===== config.mk =====
export PLATFORM = sky130hd
export DESIGN_NAME = mcpu_prog_loader
export DESIGN_NICKNAME = d
export VERILOG_FILES = /design/src/rtl/mcpu_prog_loader.sv
export SDC_FILE = /design/constraint.sdc
export NUM_CORES = 1
export LEC_CHECK = 0
export ABC_AREA = 1
export ABC_CLOCK_PERIOD_IN_PS = 2690
export BUFFER_PORTS_ARGS = -buffer_cell sky130_fd_sc_hd__buf_2
export CAP_MARGIN = 20
export CORE_MARGIN = 2
export CORE_UTILIZATION = 25
export CTS_CLUSTER_SIZE = 28
export DETAILED_ROUTE_END_ITERATION = 8
export PLACE_DENSITY = 0.39
export SLEW_MARGIN = 25
export SYNTH_ARGS = -nofsm -noshare
export SYNTH_HDL_FRONTEND = slang
export SYNTH_SLANG_ARGS = --single-unit

===== constraint.sdc =====
create_clock -name clk -period 2.69 [get_ports clk]
set_clock_uncertainty 0.15 [all_clocks]
set_input_delay 0.1345 -clock clk [delete_from_list [all_inputs] [get_ports clk]]
set_output_delay 0.1345 -clock clk [all_outputs]
set_load 0.01 [all_outputs]

===== src/rtl/mcpu_prog_loader.sv =====
// mcpu_prog_loader: streams instruction words into the MCPU RAM write port
// at a chosen base address, optionally zero-filling the RAM first, and holds
// the MCPU in reset until the image is complete.
// Optional feature macro: PROG_LOADER_CHECKSUM_EN. When it is defined, one
// trailing XOR checksum word is checked before the MCPU is released.
module mcpu_prog_loader #(
    parameter int WORD_SIZE     = 16,
    parameter int ADDR_WIDTH    = 8,
    parameter int CLEAR_ON_LOAD = 1
) (
    input  logic                  clk,
    input  logic                  reset,
    input  logic                  load_start,
    input  logic                  load_abort,
    input  logic [ADDR_WIDTH-1:0] load_base,
    input  logic [ADDR_WIDTH:0]   load_len,
    input  logic                  in_valid,
    input  logic [WORD_SIZE-1:0]  in_data,
    output logic                  in_ready,
    output logic                  ram_we,
    output logic [ADDR_WIDTH-1:0] ram_addr,
    output logic [WORD_SIZE-1:0]  ram_wdata,
    output logic                  cpu_reset,
    output logic                  busy,
    output logic                  done,
    output logic                  error,
    output logic [ADDR_WIDTH:0]   word_count
);

    // RAM_SIZE expressed in the length width (a one followed by zeros)
    localparam logic [ADDR_WIDTH:0]   RAM_SIZE_W = {1'b1, {ADDR_WIDTH{1'b0}}};
    localparam logic [ADDR_WIDTH-1:0] LAST_ADDR  = {ADDR_WIDTH{1'b1}};

    typedef enum logic [2:0] {
        S_IDLE, S_CLEAR, S_LOAD, S_CHECK, S_RUN, S_ERROR
    } state_t;

    state_t                  state_reg, state_next;
    logic [ADDR_WIDTH-1:0]   base_reg, base_next;
    logic [ADDR_WIDTH:0]     len_reg, len_next;
    logic [ADDR_WIDTH:0]     hs_reg, hs_next;       // handshakes taken so far
    logic [ADDR_WIDTH-1:0]   clr_reg, clr_next;     // zero-fill address
    logic                    ram_we_reg, ram_we_next;
    logic [ADDR_WIDTH-1:0]   ram_addr_reg, ram_addr_next;
    logic [WORD_SIZE-1:0]    ram_wdata_reg, ram_wdata_next;
    logic [ADDR_WIDTH:0]     wc_reg, wc_next;
    logic                    cpu_reset_reg, cpu_reset_next;
`ifdef PROG_LOADER_CHECKSUM_EN
    logic [WORD_SIZE-1:0]    acc_reg, acc_next;
    localparam state_t       S_AFTER_LOAD = S_CHECK;
`else
    localparam state_t       S_AFTER_LOAD = S_RUN;
`endif

    logic hs;

    // Stream acceptance and status decode from the current state
    always_comb begin
        in_ready = (state_reg == S_LOAD) && (hs_reg != len_reg);
`ifdef PROG_LOADER_CHECKSUM_EN
        if (state_reg == S_CHECK) begin
            in_ready = 1'b1;
        end
`endif
        busy  = (state_reg == S_CLEAR) || (state_reg == S_LOAD) || (state_reg == S_CHECK);
        done  = (state_reg == S_RUN);
        error = (state_reg == S_ERROR);
    end

    assign hs = in_valid & in_ready;

    // Next-state and next-register computation
    always_comb begin
        state_next     = state_reg;
        base_next      = base_reg;
        len_next       = len_reg;
        hs_next        = hs_reg;
        clr_next       = clr_reg;
        ram_we_next    = 1'b0;
        ram_addr_next  = ram_addr_reg;
        ram_wdata_next = ram_wdata_reg;
        wc_next        = wc_reg;
`ifdef PROG_LOADER_CHECKSUM_EN
        acc_next       = acc_reg;
`endif
        case (state_reg)
            S_IDLE, S_RUN, S_ERROR: begin
                if (load_start) begin
                    base_next  = load_base;
                    len_next   = (load_len > RAM_SIZE_W) ? RAM_SIZE_W : load_len;
                    hs_next    = '0;
                    clr_next   = '0;
                    wc_next    = '0;
`ifdef PROG_LOADER_CHECKSUM_EN
                    acc_next   = '0;
`endif
                    state_next = (CLEAR_ON_LOAD != 0) ? S_CLEAR : S_LOAD;
                end
            end
            S_CLEAR: begin
                ram_we_next    = 1'b1;
                ram_addr_next  = clr_reg;
                ram_wdata_next = '0;
                clr_next       = clr_reg + 1'b1;
                if (clr_reg == LAST_ADDR) begin
                    state_next = S_LOAD;
                end
            end
            S_LOAD: begin
                if (len_reg == '0) begin
                    state_next = S_AFTER_LOAD;
                end else if (hs) begin
                    ram_we_next    = 1'b1;
                    ram_addr_next  = base_reg + hs_reg[ADDR_WIDTH-1:0];
                    ram_wdata_next = in_data;
                    hs_next        = hs_reg + 1'b1;
                    wc_next        = wc_reg + 1'b1;
`ifdef PROG_LOADER_CHECKSUM_EN
                    acc_next       = acc_reg ^ in_data;
`endif
                    // leave on the last handshake so the final write and
                    // the RUN entry coincide; reset drops a cycle later
                    if ((hs_reg + 1'b1) == len_reg) begin
                        state_next = S_AFTER_LOAD;
                    end
                end
            end
            S_CHECK: begin
`ifdef PROG_LOADER_CHECKSUM_EN
                if (hs) begin
                    state_next = (in_data == acc_reg) ? S_RUN : S_ERROR;
                end
`else
                state_next = S_RUN;
`endif
            end
            default: state_next = S_IDLE;
        endcase

        // abort wins over any same-cycle handshake: the word is dropped
        if (load_abort && busy) begin
            state_next     = S_IDLE;
            ram_we_next    = 1'b0;
            ram_addr_next  = ram_addr_reg;
            ram_wdata_next = ram_wdata_reg;
            hs_next        = hs_reg;
            wc_next        = wc_reg;
`ifdef PROG_LOADER_CHECKSUM_EN
            acc_next       = acc_reg;
`endif
        end

        // MCPU leaves reset only once RUN has been held for a full cycle
        cpu_reset_next = !((state_reg == S_RUN) && (state_next == S_RUN));
    end

    // State and datapath registers
    always_ff @(posedge clk or posedge reset) begin
        if (reset) begin
            state_reg     <= S_IDLE;
            base_reg      <= '0;
            len_reg       <= '0;
            hs_reg        <= '0;
            clr_reg       <= '0;
            ram_we_reg    <= 1'b0;
            ram_addr_reg  <= '0;
            ram_wdata_reg <= '0;
            wc_reg        <= '0;
            cpu_reset_reg <= 1'b1;
`ifdef PROG_LOADER_CHECKSUM_EN
            acc_reg       <= '0;
`endif
        end else begin
            state_reg     <= state_next;
            base_reg      <= base_next;
            len_reg       <= len_next;
            hs_reg        <= hs_next;
            clr_reg       <= clr_next;
            ram_we_reg    <= ram_we_next;
            ram_addr_reg  <= ram_addr_next;
            ram_wdata_reg <= ram_wdata_next;
            wc_reg        <= wc_next;
            cpu_reset_reg <= cpu_reset_next;
`ifdef PROG_LOADER_CHECKSUM_EN
            acc_reg       <= acc_next;
`endif
        end
    end

    assign ram_we     = ram_we_reg;
    assign ram_addr   = ram_addr_reg;
    assign ram_wdata  = ram_wdata_reg;
    assign word_count = wc_reg;
    assign cpu_reset  = cpu_reset_reg;

endmodule


== Word-level counts from Yosys, hierarchy flattened ==
Cells that the tools add are included.

* $add $sub $neg: 4
* $lt $le $gt $ge: 1
* Equality and inequality tests: 12
* Multiplexer cells: 27
* Bitwise gates (word level): 2
* Reduce and logical (&&, ||, !) cells: 16

{| class="wikitable"
|+ Operator list
! kind !! number
|-
| $mux W9 || 6
|-
| $pmux W9 S2 || 2
|-
| $mux W16 || 2
|-
| $pmux W16 S2 || 1
|-
| $pmux W8 S2 || 2
|-
| $mux W8 || 3
|-
| $add A9 B1 Y9 const B || 2
|-
| $mux W3 || 6
|-
| $pmux W3 S4 || 1
|-
| $eq A3 B3 Y1 const B || 3
|-
| $eq A9 B9 Y1 || 1
|-
| $gt A9 B9 Y1 const B || 1
|-
| $logic_not A9 Y1 || 1
|-
| $ne A9 B9 Y1 || 1
|-
| $add A8 B1 Y8 const B || 1
|-
| $add A8 B8 Y8 || 1
|-
| $eq A8 B8 Y1 const B || 1
|-
| $eq A3 B2 Y1 const B || 2
|-
| $ne A2 B2 Y1 const B || 3
|-
| $reduce_bool A2 Y1 || 3
|-
| $reduce_and A5 Y1 || 1
|-
| $reduce_and A2 Y1 || 2
|-
| $reduce_and A4 Y1 || 1
|-
| $eq A3 B1 Y1 const B || 1
|-
| 9 further kinds || 14
|}

* Bits in registers: 72
* Input bits: 38
* Output and inout bits: 39
* Word-level logic and storage cells: 72

== Longest topological paths before layout ==
Gate-level depths: netlist of run 1.

* Word-level depth: 10
* Gate-level depth with buffers: 13
* Gate-level depth less buffers: 12

== Worst setup path before layout of run 1 ==
OpenSTA, ideal clock, no wires.

* Path type: reg-to-reg
* Start: register state_reg[2]
* End: register wc_reg[7] (netlist: word_count[7])
* Setup time: 0.121 ns
* Arrival time: 1.602 ns
* Slack: 0.817 ns
* Stages on the path, launching flop included: 12
* Path buffers: 1
* Cell sequence: dfrtp_1 inv_1 nand2_1 nor2_2 inv_2 nand2_1 inv_2 a21boi_4 a21oi_2 nand3_4 buf_6 o21ai_1

* Cells in the longest elaborated chain, start to end: 6

{| class="wikitable"
|+ Ends and longest elaborated chain
! item !! line !! text
|-
| start: declaration || 38 || <nowiki>state_t state_reg, state_next;</nowiki>
|-
| start signal: assignment || 174 || <nowiki>state_reg <= state_next;</nowiki>
|-
| branches (longest 6 deep; another with $reduce_and A5 Y1) || - ||
|-
| end signal: assignment || 182 || <nowiki>wc_reg <= wc_next;</nowiki>
|-
| end: declaration || 46 || <nowiki>logic [ADDR_WIDTH:0] wc_reg, wc_next;</nowiki>
|}

Parallel ways; which one is timed is not known.
A chain may end at the register's enable or synchronous reset.

== Worst setup path after layout of run 1 ==
* Start: register hs_reg[0]
* End: register wc_reg[4] (netlist: word_count[4])

* Cells in the longest elaborated chain, start to end: 5

{| class="wikitable"
|+ Ends and longest elaborated chain
! item !! line !! text
|-
| start: declaration || 41 || <nowiki>logic [ADDR_WIDTH:0] hs_reg, hs_next;</nowiki>
|-
| start signal: assignment || 177 || <nowiki>hs_reg <= hs_next;</nowiki>
|-
| $ne A9 B9 Y1 || 59 || <nowiki>in_ready = (state_reg == S_LOAD) && (hs_reg != len_reg);</nowiki>
|-
| $logic_and A1 B1 Y1 || 59 ||
|-
| $and A1 B1 Y1 || 70 || <nowiki>assign hs = in_valid & in_ready;</nowiki>
|-
| $ne A2 B2 Y1 (no source line) || - ||
|-
| $reduce_and A5 Y1 (no source line) || - ||
|}

No other way between the ends.

==> results summary, run 1 <==
The count of TritonRoute iterations in the first routing pass came out at 4. The final core utilization is 34.0%. The share of final-layout standard cells stronger than drive strength 1 came out at 19.6%. The kind of launch point of the worst setup path is a register. The number of buffers added on ports is 76. The first global-routing pass estimated 18900 um of wire. The total negative slack for setup checks is 0 ps. The net switching share of the total power is 35.0%. The diode insertion count for antenna repair came out at 0. The part of the total power dissipated in the clock network is 33.3%.

The global placer's final weighted congestion is 0.782. In this run the horizontal extent of the chip is 132 um. The maximum fanout encountered on the critical timing path is 36. The area growth from synthesis to final layout is 32.5%. The share of the yosys chip area belonging to registers is 43.9%. The leakage power is 2.72 nW. The internal portion of the total power is 2.50 mW. The maximum number of pins on one net before global-route repair came out at 41.

After clock tree synthesis, the setup repair step added 0 buffers. The remaining global-route overflow came out at 0. The maximum level of the CTS H-tree is 3.

Among all stages on the critical path, the largest delay is contributed by dfrtp_1. The floorplan step defined a die boundary enclosing 0.0175 mm2. The total number of clock tree sinks came out at 72. The placed cell count came out at 833. The worst IR drop on VDD came out at 0.000302 V.

The first-iteration detailed-routing DRC count came out at 200. The run finished with clean final reports. The initial antenna violation count came to 0.

The worst hold path belongs to the class in2reg. TritonCTS built the clock tree. The flip-flop count of the largest register, all copies and words added is 16. The HPWL after detailed placement is 8190 um.

The number of nets produced by synthesis came out at 598. Derived from the worst setup path, the maximum achievable clock frequency is 437 MHz. In this run the power density over the cells is 708 mW/mm2.

The final count of negative-setup-slack endpoints is 0. The number of inserted filler cells in the final layout came out at 1763. The max-slew violation count came to 0. The shortest period the worst path allows is 2290 ps.

Setup repair after global routing left no endpoint under its margin. The portion of total power attributed to combinational logic is 30.2%. In this design, the critical path's most frequently occurring cell is nand2_1. The global router's overall resource usage came out at 13.6%. Synthesis produced a netlist whose cell count is 549. Counting flops and latches in the post-synthesis netlist gives 72. Wires add up to 11300 um. The number of CTS-inserted buffers is 9. The synthesized area divided by synthesized cell count is 7.49 um2. The routed length per placed instance is 12.8 um. The worst endpoint data arrival time came out at 2360 ps. In the routed design, unresolved DRC markers number 0.

The register cell area after layout came out at 0.00180 mm2. The number of hold-slack violations in the final timing report came out at 0. The worst relative slew slack came out at 64.4%. The count of maximum capacitance violations came out at 0.

The count of placed standard cells in the final layout, fillers left out came out at 886. The count of nets left with antenna violations once routing finished came out at 0. At the pin with the least slew margin, the transition time is 533 ps. The total number of yosys warnings came out at 0. Of the total power, registers draw 36.5%. The longest clock path from root to sink contains 2 buffers. In the routed layout, each cell is associated on average with a via count of 4.31.

The final clock period utilization by the worst path is 85.1%. Summing all placed instances gives a cell area of 0.00476 mm2. On the worst path, the slowest cell contributes a delay of 560 ps. The critical path is of the reg2reg type.

After routing the design area is 0.00545 mm2. The vertical die dimension came out at 132 um. The number of global-route vias before repair came out at 3739. The I/O pin count is 77.

The total area of multi-input combinational cells came out at 0.00201 mm2. The total number of vias came out at 3819. STA puts the critical path data required time at 2760 ps. The area of the core region came out at 0.0160 mm2. Traced cell by cell, the critical path runs through inv_1, nand2_1, nand2_1, nand2_1, nor2_1, nand3_1, nand2_1, o21ai_2, nand3_4, nand2_1, o21ai_2. After synthesis, the netlist uses 36 different library cells. The capturing element type of the critical path is a register. Clock tree synthesis selected as its root buffer the cell clkbuf_16. After clock tree synthesis, the clock-pin slew on the worst setup and hold paths is 60 ps.

The starting density of the core came out at 25.7%. The worst slack on hold paths is 40.7 ps. The cell area that synthesis handed to floorplanning was 0.00411 mm2. The latest clock arrival within the worst-skew pair came out at 340 ps. The number of nets in the layout is 714. The row count came out at 46. The net switching power is 1.35 mW.
cells in the final DEF, fill, tap and decap left out, drive strengths merged, types with 2 or more instances in the layout:
cell,n
buf,85
a31o,2
ha,10
nor3,4
dfrtp,71
nor4,3
xor2,12
nand3b,2
or2,9
nor2,30
o21ai,61
xnor2,3
nand3,36
o22ai,2
clkbuf,10
a21boi,2
a21oi,9
clkinv,2
nand2,207
nand4,8
clkinvlp,2
bufinv,2
dlygate4sd3,37
inv,55
power by group through the flow:
stage / Clock (mW) / Sequential [mW] / Combinational (mW)
floorplan: 0 / 1.41 / 0.795
global placement: 0 / 1.43 / 1.14
detailed placement: 0 / 1.43 / 1.13
CTS: 1.34 / 1.41 / 1.18
global route: 1.38 / 1.44 / 1.35
finish: 1.28 / 1.41 / 1.16
layout make-up:
cell class	count	share of cell area, %
clock inverters	6	1.56
repair buffers	122	15.5
clock buffers	10	4.20
well taps	216	4.96
multi-input cells	405	36.9
inverters	55	3.79
flip-flops and latches	72	33.1
critical path, delay by kind of cell (launching register included):
family                 cells  cell delay (ps)
and+or+nand+nor            8             1030
DFF                        1              560
buffers and inverters      1              170
AOI/OAI and AO/OA          2              270
per-stage QoR:
stage	total power, mW	worst slack, ps
6_report	3.85	401
3_5_place_dp	2.56	406
3_3_place_gp	2.56	401
4_1_cts	3.93	381
5_1_grt	4.17	90.1
2_1_floorplan	2.21	582
routing by layer:
layer	global-route usage, %	share of wire [%]	routed length (um)	up-vias
met1	19.0	51	5720	1728
met5	0	0	0	-
met3	2.65	4.6	516	12
met2	20.8	43	4870	91
li1	-	-	-	1988
met4	5.62	1.8	202	0
cell families after synthesis:
| family | count (synthesis) | synth area share, % |
|---|---|---|
| DFF | 72 | 43.9 |
| buffers and inverters | 72 | 7.28 |
| AOI/OAI and AO/OA | 80 | 11.5 |
| adders and majority gates | 11 | 3.53 |
| and+or+nand+nor | 299 | 30.6 |
| xor gates and xnor gates | 15 | 3.20 |
Yosys cell counts (all sizes together):
| cell | number | area (um2) |
|---|---|---|
| a21boi | 2 | 26.3 |
| a21o | 1 | 7.51 |
| a21oi | 9 | 48.8 |
| a31o | 2 | 17.5 |
| a31oi | 1 | 6.26 |
| buf | 8 | 58.8 |
| clkbuf | 9 | 33.8 |
| dfrtp | 71 | 1780 |
| dfstp | 1 | 26.3 |
| fa | 1 | 20.0 |
| ha | 10 | 125 |
| inv | 55 | 206 |
| nand2 | 207 | 777 |
| nand3 | 36 | 193 |
| nand3b | 2 | 15.0 |
| nand4 | 8 | 50.1 |
| nor2 | 30 | 118 |
| nor3 | 4 | 31.3 |
| nor4 | 3 | 18.8 |
| o21ai | 61 | 339 |
| o21bai | 1 | 7.51 |
| o22ai | 2 | 12.5 |
| o31ai | 1 | 7.51 |
| or2 | 9 | 56.3 |
| xnor2 | 3 | 26.3 |
| xor2 | 12 | 105 |
worst paths after layout:
path / slack [ps] / end / cells past startpoint / from
max: 400 / word_count[4]$_DFFE_PP0P_ / 11 / hs_reg[0]$_DFFE_PP0P_
min: 40 / state_reg[0]$_DFF_PP0_ / 3 / load_abort
max reg2reg: 400 / word_count[4]$_DFFE_PP0P_ / 11 / hs_reg[0]$_DFFE_PP0P_
min reg2reg: 320 / ram_addr[3]$_DFFE_PP0P_ / 2 / ram_addr[3]$_DFFE_PP0P_
max in group asynchronous: 1510 / cpu_reset$_DFF_PP1_ / 4 / reset
min in group asynchronous: 230 / ram_wdata[10]$_DFFE_PP0P_ / 3 / reset
repair_timing:
| item | CTS | global route |
|---|---|---|
| hold buffers | 37 | 0 |
| endpoints found under the hold margin | 54 | 0 |
| resized for setup | 0 | 0 |
Power figures use the tool's default switching activity.
==> run 2, diff against run 1 <==
--- a/config.mk
+++ b/config.mk
@@ -10,10 +10,10 @@
 export BUFFER_PORTS_ARGS = -buffer_cell sky130_fd_sc_hd__buf_2
 export CAP_MARGIN = 20
 export CORE_MARGIN = 2
-export CORE_UTILIZATION = 25
+export CORE_UTILIZATION = 30
 export CTS_CLUSTER_SIZE = 28
 export DETAILED_ROUTE_END_ITERATION = 8
-export PLACE_DENSITY = 0.39
+export PLACE_DENSITY = 0.45
 export SLEW_MARGIN = 25
 export SYNTH_ARGS = -nofsm -noshare
 export SYNTH_HDL_FRONTEND = slang
==> results summary, run 2 (synthesis results as in run 1) <==
The total number of clock tree sinks came out at 72. The maximum number of pins on one net before global-route repair is 73. The power density over the cells came out at 682 mW/mm2.

Once layout is done, the placed cells without fillers occupy 0.00532 mm2. The post-detailed-route count of antenna-violating nets came out at 0. The number of buffers added on ports is 76. STA classifies the critical path endpoint as a register.

The origin of the worst min-delay path is load_abort. The worst IR drop on VDD came out at 0.000285 V. Of all nets on the critical path, the largest fanout is 40. The count of TritonRoute iterations in the first routing pass came out at 4. The placed standard-cell area came out at 0.00468 mm2.

The residual DRC count came out at 0. The die width is 121 um. The initial antenna violation count is 0. The destination of the worst hold path is state_reg[1]$_DFF_PP0_.

The share of final-layout standard cells stronger than drive strength 1 is 19.0%. For the pin with the worst max-slew slack, the measured transition is 647 ps. The endpoint identified for the worst register-to-register timing path is ram_wdata[15]$_DFFE_PP0P_. The worst relative slew slack came out at 56.5%.

The HPWL after detailed placement is 7600 um. The row count is 42. STA classifies the critical path startpoint as a register. The worst endpoint data arrival time came out at 2540 ps. The final worst setup slack came out at 267 ps. The first-pass GRT wire length came out at 18500 um. In this run the worst hold path is classified as in2reg. Leaving out fill and tap cells, the most frequent cells in the layout are nand2_1, buf_2, dfrtp_1. Global routing used 16.2% of the available tracks across all layers. The tool flagged a number of max-cap violations equal to 0. The total negative slack for setup checks is 0 ps.

The number of buffers on the longest clock path is 2. At the placement stage, the worst setup path has a slack of 298 ps. The required time of the critical path came out at 2800 ps.

The max-slew violation count is 0. Hold repair after CTS inserted 37 buffers. Counting the buffers created by CTS gives 9. The detail-routed via count per cell is 4.47. The remaining global-route overflow is 0. The region available for standard cell placement spans 0.0133 mm2. The starting density of the core came out at 30.9%.

TritonCTS built the clock tree. The I/O pin count is 77. The diode insertion count for antenna repair is 0.

The die outline area is 0.0147 mm2. The flip-flop count of the largest register, all copies and words added is 16. The startpoint-to-endpoint class of the critical path is reg2reg. The depth of the worst hold-timing path is 3. The area growth from synthesis to final layout came out at 29.5%. Based on the critical path, the design can be clocked at up to 413 MHz.

The run finished with clean final reports. The maximum level of the CTS H-tree came out at 3. The clock transition at the register clock pins on the worst setup and hold paths after CTS is 60 ps. At the end of routability-driven placement, the weighted congestion stood at 0.811. For this block, the initial DRC count from the detailed router was 169. The final critical path takes up 90.1% of the cycle. The tree is rooted in a clkbuf_16. The latest clock arrival within the worst-skew pair came out at 340 ps. The most critical setup path has its startpoint at len_reg[2]$_DFFE_PP0P_. The shortest period the worst path allows is 2420 ps. The total number of vias is 3775. The number of global-route vias before repair is 3764. The final count of negative-setup-slack endpoints is 0. Wires add up to 10800 um. The startpoint identified for the worst register-to-register timing path is len_reg[2]$_DFFE_PP0P_.

The count of instances resized after the clock tree is built came out at 0. The register-to-register setup slack came out at 270 ps. The die is 121 um tall.

The most frequent standard cell in the layout excluding fill and tap cells is nand2_1. The number of nets in the layout is 712. In the final routed layout, each cell accounts on average for 12.8 um. Setup repair after global routing left no endpoint under its margin. The leakage power came out at 2.69 nW. The number of hold-slack violations in the final timing report came out at 0. The number of buffers inserted to repair setup after CTS is 0. Counting cells, the worst reg-to-reg path comes to 8.
==> run 2: metal layers <==
layer  routed length [um]  vias up  global-route usage [%]  share of wire, %
li1                     -     1989                       -                 -
met1                 5310     1690                    21.4                49
met2                 4780       83                    25.5                44
met3                  476       13                    3.57               4.4
met4                  206        0                    6.69               1.9
met5                    0        -                       0                 0
==> run 2: worst max path at each step <==
stage	to	slack, ps	cells after the start
after CTS	hs_reg[1]$_DFFE_PP0P_	310	9
after global routing	hs_reg[1]$_DFFE_PP0P_	70	10
final	ram_wdata[15]$_DFFE_PP0P_	270	8
after global placement	ram_wdata[7]$_DFFE_PP0P_	360	8
after detailed placement	hs_reg[1]$_DFFE_PP0P_	300	9
after floorplan	base_reg[0]$_DFFE_PP0P_	580	1
==> run 2: power breakdown <==
group	switching, mW	internal, mW	leakage [nW]
combinational	0.714	0.398	1.59
sequential	0.141	1.27	0.968
clock	0.458	0.647	0.130
==> run 2: worst max-delay path, stage by stage (launching register included) <==
cell	delay [ps]
dfrtp_1	380
inv_1	130
nand3_1	100
nor4_1	560
nand2_1	240
nand3_1	200
buf_4	380
nand2_1	90
o21ai_1	90
==> run 2: area by class of cell <==
class                           instances  area [um2]
Fill cell                            1365        7970
Multi-Input combinational cell        405        2010
Sequential cell                        72        1800
Timing Repair Buffer                  120         816
Clock buffer                           13         250
Tap cell                              176         220
Inverter                               55         206
Clock inverter                          3        17.5
==> run 2: metrics by stage <==
step | total power, mW | util, % | hold WS [ps] | instances
2_1_floorplan | 2.21 | - | 101 | 549
3_3_place_gp | 2.52 | 35.2 | 108 | 791
3_5_place_dp | 2.52 | 35.2 | 109 | 791
4_1_cts | 3.70 | 40.0 | 36.6 | 844
5_1_grt | 3.94 | 40.0 | 57.0 | 844
6_report | 3.63 | 40.0 | 51.2 | 844
==> run 3, diff against run 2 <==
--- a/config.mk
+++ b/config.mk
@@ -6,7 +6,7 @@
 export NUM_CORES = 1
 export LEC_CHECK = 0
 export ABC_AREA = 1
-export ABC_CLOCK_PERIOD_IN_PS = 2690
+export ABC_CLOCK_PERIOD_IN_PS = 2300
 export BUFFER_PORTS_ARGS = -buffer_cell sky130_fd_sc_hd__buf_2
 export CAP_MARGIN = 20
 export CORE_MARGIN = 2
==> constraint.sdc (replaced) <==
create_clock -name clk -period 2.3 [get_ports clk]
set_clock_uncertainty 0.15 [all_clocks]
set_input_delay 0.115 -clock clk [delete_from_list [all_inputs] [get_ports clk]]
set_output_delay 0.115 -clock clk [all_outputs]
set_load 0.01 [all_outputs]
==> results summary, run 3 (synthesis results as in run 1) <==
The run finished with clean final reports. Cells with a size suffix above 1 make up 21.1% of the layout. The flip-flop count of the largest register, all copies and words added is 16. The maximum level of the CTS H-tree came out at 3. The smallest clock period supported by the final layout is computed as 2110 ps. The leakage power is 2.80 nW. The power density over the cells is 850 mW/mm2. For this run, the total global-route usage over all layers was measured as 16.2%. The routed length per placed instance came out at 13.0 um. The area growth from synthesis to final layout came out at 35.3%.

VDD sags by at most 0.000284 V. The starting density of the core is 30.9%. The number of global-route vias before repair is 3844.

The worst path uses 91.8% of the clock period. The congestion estimate from routability-driven global placement came to 0.854. After routing, the total negative slack on setup checks comes to 0 ps. The total number of clock tree sinks is 72.

The total number of vias came out at 3899. TritonCTS built the clock tree. Fill cells in the final layout number 1383.

The max-slew violation count is 0. The maximum clock frequency came out at 474 MHz. The area of the core region is 0.0133 mm2. The first global-routing pass estimated 18600 um of wire.

Setup repair after global routing left no endpoint under its margin. The number of nets in the layout is 725. The HPWL after detailed placement is 7960 um. The number of hold-slack violations in the final timing report is 0. The floorplan has 42 rows.

The kind of launch point of the worst setup path is a register. The number of buffers on the longest clock path is 2. For the pin with the worst max-slew slack, the measured transition is 398 ps. The remaining global-route overflow came out at 0.

The die width came out at 121 um. Leaving out fill and tap cells, the most frequent cell in the layout is nand2_1. The maximum number of pins on one net before global-route repair came out at 73. The worst relative slew slack came out at 73.4%. The initial antenna violation count came out at 0. The worst slack on hold paths came out at 31.5 ps.

The critical path in this run is classified as reg2reg. Clock tree synthesis inserted a total of 9 buffers. The detail-routed via count per cell is 4.55.

The I/O pin count came out at 77. The vertical die dimension is 121 um. The required time of the critical path is 2380 ps. The multi-input combinational cells in the finished layout cover a total of 0.00202 mm2. The maximum fanout encountered on the critical timing path came out at 9. In the routed design, unresolved DRC markers number 0. The latest clock arrival within the worst-skew pair is 340 ps. In this run, the number of DRC markers left after iteration 0 of detailed routing was 175. The number of buffers added on ports is 76.

In the layout the commonest cells are nand2_1, buf_2, dfrtp_1. The clock transition at the register clock pins on the worst setup and hold paths after CTS came out at 60 ps. The worst min-delay path category is in2reg.

The count of TritonRoute iterations in the first routing pass came out at 4. The clock tree root driver cell is clkbuf_16. The post-detailed-route count of antenna-violating nets came out at 0.

The repair_antennas step left the layout with diodes totalling 0. The count of maximum capacitance violations is 0. The die outline area came out at 0.0147 mm2. The capturing element type of the critical path is a register. The total detailed-routing wirelength is 11100 um. The register cell area after layout is 0.00181 mm2. The worst endpoint data arrival time is 2190 ps. Setup violations remaining at the end of the flow were counted as 0.
## run 3: timing repair
item	4_1_cts	5_1_grt
endpoints found under the hold margin	105	0
resized for setup	0	6
hold buffers	39	0
buffers inserted	0	2
endpoints found under the setup margin	0	24
## run 3: path summary, 6_finish.rpt
check	cells past startpoint	slack [ps]	startpoint	endpoint
worst max-delay path	9	190	hs_reg[2]$_DFFE_PP0P_	ram_addr[5]$_DFFE_PP0P_
worst min-delay path	3	30	load_abort	state_reg[0]$_DFF_PP0_
worst max register to register	9	190	hs_reg[2]$_DFFE_PP0P_	ram_addr[5]$_DFFE_PP0P_
worst min register to register	2	330	ram_addr[7]$_DFFE_PP0P_	ram_addr[7]$_DFFE_PP0P_
max in group asynchronous	4	1410	reset	cpu_reset$_DFF_PP1_
min in group asynchronous	4	260	reset	ram_wdata[14]$_DFFE_PP0P_
## run 3: worst max-delay path, cell delays in order (launching register included)
cell     delay [ps]
dfrtp_1         490
ha_1            420
nand2_1         110
nand2_1          70
a21oi_1         120
o21ai_0         140
o21ai_0         260
nand2_1         100
nand2_1          90
nand2_1          50
## run 3: metal layers
layer,global-route usage [%],wire (um)
met4,6.98,177
met3,2.49,416
met5,0,0
met1,21.5,5480
met2,26.1,5050
## run 3: report_power, final
group / leakage, nW / switching [mW] / total [mW] / internal [mW]
clock: 0.166 / 0.548 / 1.61 / 1.06
sequential: 0.965 / 0.176 / 1.66 / 1.49
combinational: 1.67 / 0.886 / 1.46 / 0.570
## run 3: final cells by class
type | count | share of cell area, %
Multi-Input combinational cell | 405 | 36.3
Sequential cell | 72 | 32.5
Timing Repair Buffer | 133 | 17.5
Clock buffer | 10 | 4.12
Tap cell | 176 | 3.96
Inverter | 55 | 3.71
Clock inverter | 6 | 1.96
## run 3: stage by stage
step                util [%]  std cells  setup WS, ps  instance area, um2  power, mW
finish                  41.8        857           189                5560       4.72
global route            41.8        857          29.0                5560       5.06
CTS                     41.6        855          77.2                5530       4.78
detailed placement      36.1        800           109                4800       3.09
global placement        36.1        800           115                4800       3.08
floorplan                  -        549           212                4110       2.58
